[config.mk]
export PLATFORM = sky130hd
export DESIGN_NAME = program_loader
export DESIGN_NICKNAME = d
export VERILOG_FILES = /design/src/rtl/program_loader_pkg.sv /design/src/rtl/program_loader_word_packer.sv /design/src/rtl/program_loader.sv
export SDC_FILE = /design/constraint.sdc
export NUM_CORES = 1
export LEC_CHECK = 0
export CAP_MARGIN = 30
export CORE_MARGIN = 5
export CORE_UTILIZATION = 50
export CTS_BUF_LIST = sky130_fd_sc_hd__clkbuf_4
export DETAILED_ROUTE_END_ITERATION = 10
export GPL_ROUTABILITY_DRIVEN = 0
export PLACE_DENSITY = 0.79
export SYNTH_ARGS = -nofsm -noshare
export SYNTH_HDL_FRONTEND = slang
export SYNTH_HIERARCHICAL = 1
export SYNTH_SLANG_ARGS = --single-unit
[constraint.sdc]
create_clock -name clk -period 5.2 [get_ports clk]
set_input_delay 0.78 -clock clk [delete_from_list [all_inputs] [get_ports clk]]
set_output_delay 0.78 -clock clk [all_outputs]
set_load 0.1 [all_outputs]
[src/rtl/program_loader_pkg.sv]
// Shared types for the program loader: FSM state encoding and word geometry helpers.
package program_loader_pkg;

  typedef enum logic [2:0] {
    S_IDLE  = 3'd0,
    S_RECV  = 3'd1,
    S_WRITE = 3'd2,
    S_CHECK = 3'd3,
    S_DONE  = 3'd4
  } state_t;

  localparam int BYTE_W = 8;

  function automatic int bytes_per_word(input int width);
    return width / BYTE_W;
  endfunction

endpackage

[src/rtl/program_loader_word_packer.sv]
// Little-endian byte packer: byte k of a word lands in bits [8k+7:8k].
// o_word already contains the byte being strobed so the caller can latch a complete word.
module word_packer
  import program_loader_pkg::*;
#(
  parameter int WIDTH = 32
) (
  input  logic             clk,
  input  logic             rst,
  input  logic             i_clear,
  input  logic             i_strobe,
  input  logic [7:0]       i_data,
  output logic [WIDTH-1:0] o_word,
  output logic             o_last
);

  localparam int BPW = bytes_per_word(WIDTH);
  localparam int CW  = (BPW > 1) ? $clog2(BPW) : 1;

  logic [CW-1:0]    r_cnt;
  logic [WIDTH-1:0] r_word;
  logic [WIDTH-1:0] w_word;

  always_comb begin
    w_word = r_word;
    if (i_strobe) w_word[int'(r_cnt)*BYTE_W +: BYTE_W] = i_data;
  end

  assign o_word = w_word;
  assign o_last = (r_cnt == CW'(BPW - 1));

  always_ff @(posedge clk or negedge rst) begin
    if (!rst) begin
      r_cnt  <= '0;
      r_word <= '0;
    end else if (i_clear) begin
      r_cnt  <= '0;
      r_word <= '0;
    end else if (i_strobe) begin
      r_word <= w_word;
      r_cnt  <= o_last ? '0 : r_cnt + CW'(1);
    end
  end

endmodule

[src/rtl/program_loader.sv]
// Loads a byte-streamed program into instruction memory, verifies an XOR checksum
// byte, and holds the CPU in reset until the load completes.
//
// state   | meaning
// IDLE    | waiting for first start
// RECV    | accepting program bytes into the packer
// WRITE   | one-cycle memory write of the packed word
// CHECK   | accepting the trailing checksum byte
// DONE    | load finished, CPU released
module program_loader
  import program_loader_pkg::*;
#(
  parameter int DEPTH     = 16,
  parameter int WIDTH     = 32,
  parameter int ADD_WIDTH = 4
) (
  input  logic                 clk,
  input  logic                 rst,
  input  logic                 start,
  input  logic [7:0]           rx_data,
  input  logic                 rx_valid,
  output logic                 rx_ready,
  output logic                 mem_wen,
  output logic [ADD_WIDTH-1:0] mem_add,
  output logic [WIDTH-1:0]     mem_wdata,
  output logic                 cpu_hold,
  output logic                 busy,
  output logic                 done,
  output logic                 chk_err
);

  localparam logic [ADD_WIDTH-1:0] ADD_LAST = ADD_WIDTH'(DEPTH - 1);

  state_t               r_state;
  logic                 r_rx_ready;
  logic                 r_mem_wen;
  logic [ADD_WIDTH-1:0] r_mem_add;
  logic [WIDTH-1:0]     r_mem_wdata;
  logic                 r_cpu_hold;
  logic                 r_busy;
  logic                 r_done;
  logic                 r_chk_err;
  logic [7:0]           r_csum;

  logic             w_xfer;
  logic             w_start_ok;
  logic             w_strobe;
  logic [WIDTH-1:0] w_word;
  logic             w_last;

  // rx_ready is registered, so a transfer is only possible in states that raised it
  assign w_xfer     = rx_valid & r_rx_ready;
  assign w_start_ok = start & ((r_state == S_IDLE) | (r_state == S_DONE));
  assign w_strobe   = w_xfer & (r_state == S_RECV);

  word_packer #(.WIDTH(WIDTH)) u_packer (
    .clk      (clk),
    .rst      (rst),
    .i_clear  (w_start_ok),
    .i_strobe (w_strobe),
    .i_data   (rx_data),
    .o_word   (w_word),
    .o_last   (w_last)
  );

  always_ff @(posedge clk or negedge rst) begin
    if (!rst) begin
      r_state     <= S_IDLE;
      r_rx_ready  <= 1'b0;
      r_mem_wen   <= 1'b0;
      r_mem_add   <= '0;
      r_mem_wdata <= '0;
      r_cpu_hold  <= 1'b1;
      r_busy      <= 1'b0;
      r_done      <= 1'b0;
      r_chk_err   <= 1'b0;
      r_csum      <= '0;
    end else begin
      unique case (r_state)
        S_IDLE, S_DONE: begin
          if (start) begin
            r_state    <= S_RECV;
            r_rx_ready <= 1'b1;
            r_busy     <= 1'b1;
            r_done     <= 1'b0;
            r_chk_err  <= 1'b0;
            r_cpu_hold <= 1'b1;
            r_mem_add  <= '0;
            r_csum     <= '0;
          end
        end
        S_RECV: begin
          if (w_xfer) begin
            r_csum <= r_csum ^ rx_data;
            if (w_last) begin
              r_state     <= S_WRITE;
              r_rx_ready  <= 1'b0;
              r_mem_wen   <= 1'b1;
              r_mem_wdata <= w_word;
            end
          end
        end
        S_WRITE: begin
          r_mem_wen  <= 1'b0;
          r_rx_ready <= 1'b1;
          if (r_mem_add == ADD_LAST) begin
            r_state <= S_CHECK;
          end else begin
            r_mem_add <= r_mem_add + ADD_WIDTH'(1);
            r_state   <= S_RECV;
          end
        end
        S_CHECK: begin
          if (w_xfer) begin
            r_chk_err  <= (rx_data != r_csum);
            r_state    <= S_DONE;
            r_rx_ready <= 1'b0;
            r_busy     <= 1'b0;
            r_done     <= 1'b1;
            r_cpu_hold <= 1'b0;
          end
        end
        default: r_state <= S_IDLE;
      endcase
    end
  end

  assign rx_ready  = r_rx_ready;
  assign mem_wen   = r_mem_wen;
  assign mem_add   = r_mem_add;
  assign mem_wdata = r_mem_wdata;
  assign cpu_hold  = r_cpu_hold;
  assign busy      = r_busy;
  assign done      = r_done;
  assign chk_err   = r_chk_err;

endmodule

# Yosys cells after proc, flatten, opt, wreduce, memory -nomap -nowiden

Cells that the tools add are included.

Latch bits: 0
Memory bits (read-only): 0
Memories kept: 0
Output and inout bits: 42
Bits of input ports: 12
Register bits: 87
Memory bits (writable): 0
Logic and storage cells: 82

Multiply operators: 0
Reductions and logical operators: 15
Muxes and demuxes: 33
Bitwise logic cells: 5
Divide/modulo/power cells: 0
Eq/ne operators: 12
$lt $le $gt $ge: 0
Add/subtract/negate cells: 3
Shift-type cells: 2

Operator list:

| kind                                                                     | number |
|---|---|
| 32-bit 2-to-1 mux                                                        | 3 |
| 5-bit negation with 33-bit output                                        | 1 |
| 8-bit by 33-bit variable shift with 32-bit output (first input constant) | 1 |
| 8-bit by 33-bit indexed part select with 32-bit output                   | 1 |
| 32-bit bitwise mux                                                       | 1 |
| 8-bit 2-to-1 mux                                                         | 2 |
| 8-bit case mux with 2 select lines                                       | 1 |
| 3-bit AND reduction                                                      | 5 |
| 3-bit 2-to-1 mux                                                         | 4 |
| 3-bit case mux with 4 select lines                                       | 1 |
| 2-bit nonzero test                                                       | 5 |
| 1-bit 2-to-1 mux                                                         | 9 |
| 2-bit 2-to-1 mux                                                         | 4 |
| 4-bit 2-to-1 mux                                                         | 2 |
| 2-bit inequality test (second input constant)                            | 4 |
| 8-bit inequality test                                                    | 1 |
| 1-bit case mux with 2 select lines                                       | 4 |
| 4-bit case mux with 2 select lines                                       | 1 |
| 8-bit bitwise XOR                                                        | 1 |
| 3-bit by 2-bit equality test with 1-bit output (second input constant)   | 2 |
| 5-bit AND reduction                                                      | 1 |
| 4-bit by 1-bit adder with 4-bit output (second input constant)           | 1 |
| 4-bit equality test (second input constant)                              | 1 |
| 1-bit case mux with 4 select lines                                       | 1 |
| other kinds (11)                                                         | 13 |

# Longest topological paths before layout

Depth after elaboration: 6
Gate-level depth with buffers: 10
Mapped depth without buffers: 6

# By module

The synthesis kept the hierarchy.

By module, submodules not included:

| module         | cells an instance | seq. area each (µm²) | area an instance (µm²) | times used |
|---|---|---|---|---|
| program_loader | 184               | 1,327.5              | 2,343.5                | 1 |
| word_packer    | 166               | 850.8                | 1,767.9                | 1 |

# Least setup slack after synthesis

Ideal clock, no wire load.

Kind: register to register
Start: register r_rx_ready (netlist: rx_ready)
End: register r_mem_wdata[16] (netlist: mem_wdata[16])
Setup time: 0.125 ns
Clock period less this slack: 2.789 ns
Path slack: 2.411 ns
Stages on the path, launching flop included: 9
Required time: 5.075 ns
Path buffers: 3
Arrival: 2.664 ns
Path through: dfrtp_1 nand2_1 nor3_4 buf_4 buf_2 buf_4 nand2_1 a22o_1 mux2_2

Word-level cells in the longest chain between the ends: 3
Elaborated cells between the ends (all ways): 4
Those cells by class: mux: 1; bitwise: 2; reduce/logical: 1

Ends and longest elaborated chain:

| what                   | line                             | source |
|---|---|---|
| start, declared        | program_loader.sv:35             | `logic r_rx_ready;` |
| start signal, assigned | program_loader.sv:69             | `r_rx_ready <= 1'b0;` |
| start signal, assigned | program_loader.sv:83             | `r_rx_ready <= 1'b1;` |
| start signal, assigned | program_loader.sv:97             | `r_rx_ready <= 1'b0;` |
| 1-bit bitwise AND      | program_loader.sv:52             | `assign w_xfer = rx_valid & r_rx_ready;` |
| 1-bit bitwise AND      | program_loader.sv:54             | `assign w_strobe = w_xfer & (r_state == S_RECV);` |
| named net w_strobe     | program_loader.sv:47             | `logic w_strobe;` |
| 32-bit 2-to-1 mux      | program_loader_word_packer.sv:26 | `if (i_strobe) w_word[int'(r_cnt)*BYTE_W +: BYTE_W] = i_data;` |
| named net w_word[16]   | program_loader.sv:48             | `logic [WIDTH-1:0] w_word;` |
| end signal, assigned   | program_loader.sv:99             | `r_mem_wdata <= w_word;` |
| end, declared          | program_loader.sv:38             | `logic [WIDTH-1:0] r_mem_wdata;` |

The timed path passes the listed nets, and every way through them passes these cells.
A chain may end at the register's enable or synchronous reset.

# Worst setup path after layout

Start: register r_cpu_hold (netlist: cpu_hold)
End: output port cpu_hold

RTL lines:

| what                   | line                  | source |
|---|---|---|
| start, declared        | program_loader.sv:39  | `logic r_cpu_hold;` |
| start signal, assigned | program_loader.sv:73  | `r_cpu_hold <= 1'b1;` |
| start signal, assigned | program_loader.sv:87  | `r_cpu_hold <= 1'b1;` |
| start signal, assigned | program_loader.sv:120 | `r_cpu_hold <= 1'b0;` |
| end, declared          | program_loader.sv:26  | `output logic cpu_hold,` |

No word-level cell between the ends.

==> flow_metrics.env <==
export IMPL_finalHoldViolations=0
export IMPL_synth_seq_cells=87
export IMPL_drtIter0Drc=176
export IMPL_worstPathRequired_ns=4.42
export IMPL_syn2layout_area_growth_pct=17.74
export IMPL_crit_chain="clkdlybuf4s50_1"
export IMPL_synth_async_reset_ratio=1.000
export IMPL_synthTopCellsByArea="dfrtp_1 52%, mux2_2 8.8%, a22o_1 5.1%, a32oi_1 3.2%, inv_1 2.6%"
export IMPL_clockRootBuffer="clkbuf_4"
export IMPL_cts_setup_buffers=0
export IMPL_post_route_drc_count=0
export IMPL_report_final_slew_viol_count=0
export IMPL_cts_made_buffers=9
export IMPL_ys_flop_type="dfrtp_1"
export IMPL_drv_cap=0
export IMPL_grt_max_degree=54
export IMPL_utilization=0.5951
export IMPL_synth_cell_types=37
export IMPL_drive_above_1_share=0.1572
export IMPL_synth_edf_count=0
export IMPL_initial_core_util=0.5055
export IMPL_finalCritPeriodShare=0.5548
export IMPL_synth_top_cell_area_share=0.5234
export IMPL_fillers=684
export IMPL_crit_buf_inv=1
export IMPL_synth_top_area_cell="dfrtp_1"
export IMPL_grt_pass1_wl_um=14320
export IMPL_path_clk_slew_ns=0.14
export IMPL_dp_hpwl_um=5817
export IMPL_slew_headroom=0.3360
export IMPL_dp_cells=496
export IMPL_grt_pass1_vias=2849
export IMPL_pin_count=54
export IMPL_diodes=0
export IMPL_path_max_fanout=2
export IMPL_power_density_mw_per_mm2=513.4
export IMPL_post_drt_wl_per_cell_um=16.91
export IMPL_antenna_found_initial=0
export IMPL_crit_path_end_kind="primary output"
export IMPL_cts_resized=0
export IMPL_worst_clock_skew_ns=0.01693
export IMPL_fmax_mhz=346.6
export IMPL_chipHeight_um=100.7
export IMPL_crit_family="buffers and inverters"
export IMPL_p_leak_nw=2.368
export IMPL_status="finished, final reports clean"
export IMPL_min_period_ns=2.885
export IMPL_ctsHtreeMaxLevel=3
export IMPL_cp_start_kind="flop"
export IMPL_grtUsageTotal=0.1796
export IMPL_yosysSeqAreaShare=0.5298
export IMPL_dieWidth_um=100.7
export IMPL_die_area_mm2=0.01014
export IMPL_worst_setup_path_type="reg -> out"
export IMPL_ys_warnings_count=6
export IMPL_synth_area_per_cell_um2=11.75
export IMPL_slowest_delay_ns=1.12
export IMPL_cts_tree="yes"
export IMPL_syn_inst=350
export IMPL_final_antenna_net_count=0
export IMPL_drt_pass1_iterations=4
export IMPL_layout_cells_non_filler=512
export IMPL_synth_nets=369
export IMPL_rows=33
export IMPL_tns_ns=0
export IMPL_hold_buffers=0
export IMPL_dr_total_vias=2896
export IMPL_rsz0062_at_grt="false"
export IMPL_drt_wl_total_um=8657
export IMPL_critPathSlowestCell="clkdlybuf4s50_1"
export IMPL_gr_total_overflow=0
export IMPL_core_area_mm2=0.008134
export IMPL_clkLatencyLatePin_ns=0.43
export IMPL_fin_nets=421
export IMPL_syn_cell_area_mm2=0.004111
export IMPL_port_buffers=53
export IMPL_worstHoldPathType="in -> async"
export IMPL_worst_slew_pin_slew_ns=0.9928
export IMPL_synth_common_cells="86 x dfrtp_1, 32 x mux2_2, 28 x inv_1, 24 x a22o_1, 23 x nor2_1"
export IMPL_cts_buffer_depth=2
export IMPL_vias_per_cell=5.656
export IMPL_synth_most_common_cell="dfrtp_1"
export IMPL_cts_sinks=87
export IMPL_critPathArrivalTime_ns=2.10
export IMPL_vdd_drop_max_uv=182.6
export IMPL_finalSetupViolCount=0
## layout make-up
cell class              count  area [µm²]  area share
multi-input cells         218        1727      0.3567
repair buffers             58       585.6      0.1210
clock buffers               9       67.56     0.01396
flip-flops and latches     87        2178      0.4500
inverters                  28       105.1     0.02171
well taps                 105       131.4     0.02714
clock inverters             7       46.29    0.009563
## path summary, 6_finish.rpt
path                                   startpoint                  to  slack [ns]  cells after the start
max in group asynchronous                     rst  u_packer/r_word[9]        4.29                      2
worst min-delay path                          rst        mem_wdata[7]        0.28                      1
min in group clk                             busy                busy        0.49                      1
worst max-delay path                     cpu_hold            cpu_hold        2.32                      1
worst max register to register  u_packer/r_cnt[0]        mem_wdata[3]        2.33                      5
worst min register to register               busy                busy        0.49                      1
## per-stage QoR
stage	total power [W]	setup slack (ns)	area, µm²	hold WS, ns
finish	0.002485	2.315	4841	0.2847
global placement	0.002131	2.110	4700	0.4623
detailed placement	0.002168	2.048	4727	0.4687
floorplan	0.001899	2.411	4111	0.4678
global route	0.002621	2.101	4841	0.2972
CTS	0.002500	2.297	4841	0.2845
## layout by cell type, fill, tap and decap left out, types with 2 or more instances in the layout
cell type / netlist / routed
a21o_1: 3 / 3
xnor2_1: 8 / 8
nor2_1: 23 / 23
clkdlybuf4s50_1: 0 / 52
o21ai_0: 5 / 5
nor3_1: 3 / 3
clkinvlp_4: 0 / 2
nand3_1: 3 / 3
nand4_1: 3 / 3
clkinv_2: 0 / 2
a22o_1: 24 / 24
nand2_1: 20 / 20
nor2b_1: 14 / 14
ha_1: 7 / 7
buf_4: 5 / 5
nand4b_1: 2 / 2
inv_1: 28 / 28
clkbuf_4: 0 / 9
a21oi_1: 17 / 17
a32oi_1: 15 / 15
dfrtp_1: 86 / 86
nand2b_1: 4 / 4
nor3_4: 3 / 3
nor3b_4: 2 / 3
mux2i_1: 10 / 10
and4b_1: 10 / 10
mux2_2: 32 / 32
inv_6: 0 / 2
## state kept, by name, summed over array words and instances (netlist names)
name	flops
mem_wdata	32
u_packer/r_word	32
r_csum	8
mem_add	4
r_state	3
u_packer/r_cnt	2
busy	1
chk_err	1
cpu_hold	1
done	1
mem_wen	1
rx_ready	1
## per-layer routing
layer / global-route usage / up-vias / share of wire / wire length [µm]
met5: 0 / - / 0 / 0
li1: - / 1346 / - / -
met3: 0.02630 / 12 / 0.054 / 467
met2: 0.2744 / 102 / 0.47 / 4057
met4: 0.06321 / 0 / 0.016 / 139
met1: 0.2614 / 1436 / 0.46 / 3992
## where the power goes
group	leakage (nW)	total [W]	switching (W)	internal (W)
combinational	1.13	0.00121	0.000847	0.000364
clock	0.0602	0.000330	0.000232	0.0000983
sequential	1.18	0.000944	0.000127	0.000817
## logic make-up (layout without fill, tap and decap cells)
| kind of cell | count (synthesis) | after routing | synth area share |
|---|---|---|---|
| flops | 87 | 87 | 0.5298 |
| buf+inv | 45 | 102 | 0.05174 |
| mux | 42 | 42 | 0.1120 |
| simple gates | 95 | 95 | 0.1485 |
| fa+ha+maj | 7 | 7 | 0.02130 |
| xor+xnor | 8 | 8 | 0.01704 |
| compound gates | 66 | 66 | 0.1196 |
Note: power is estimated with default switching activity, not from simulation.
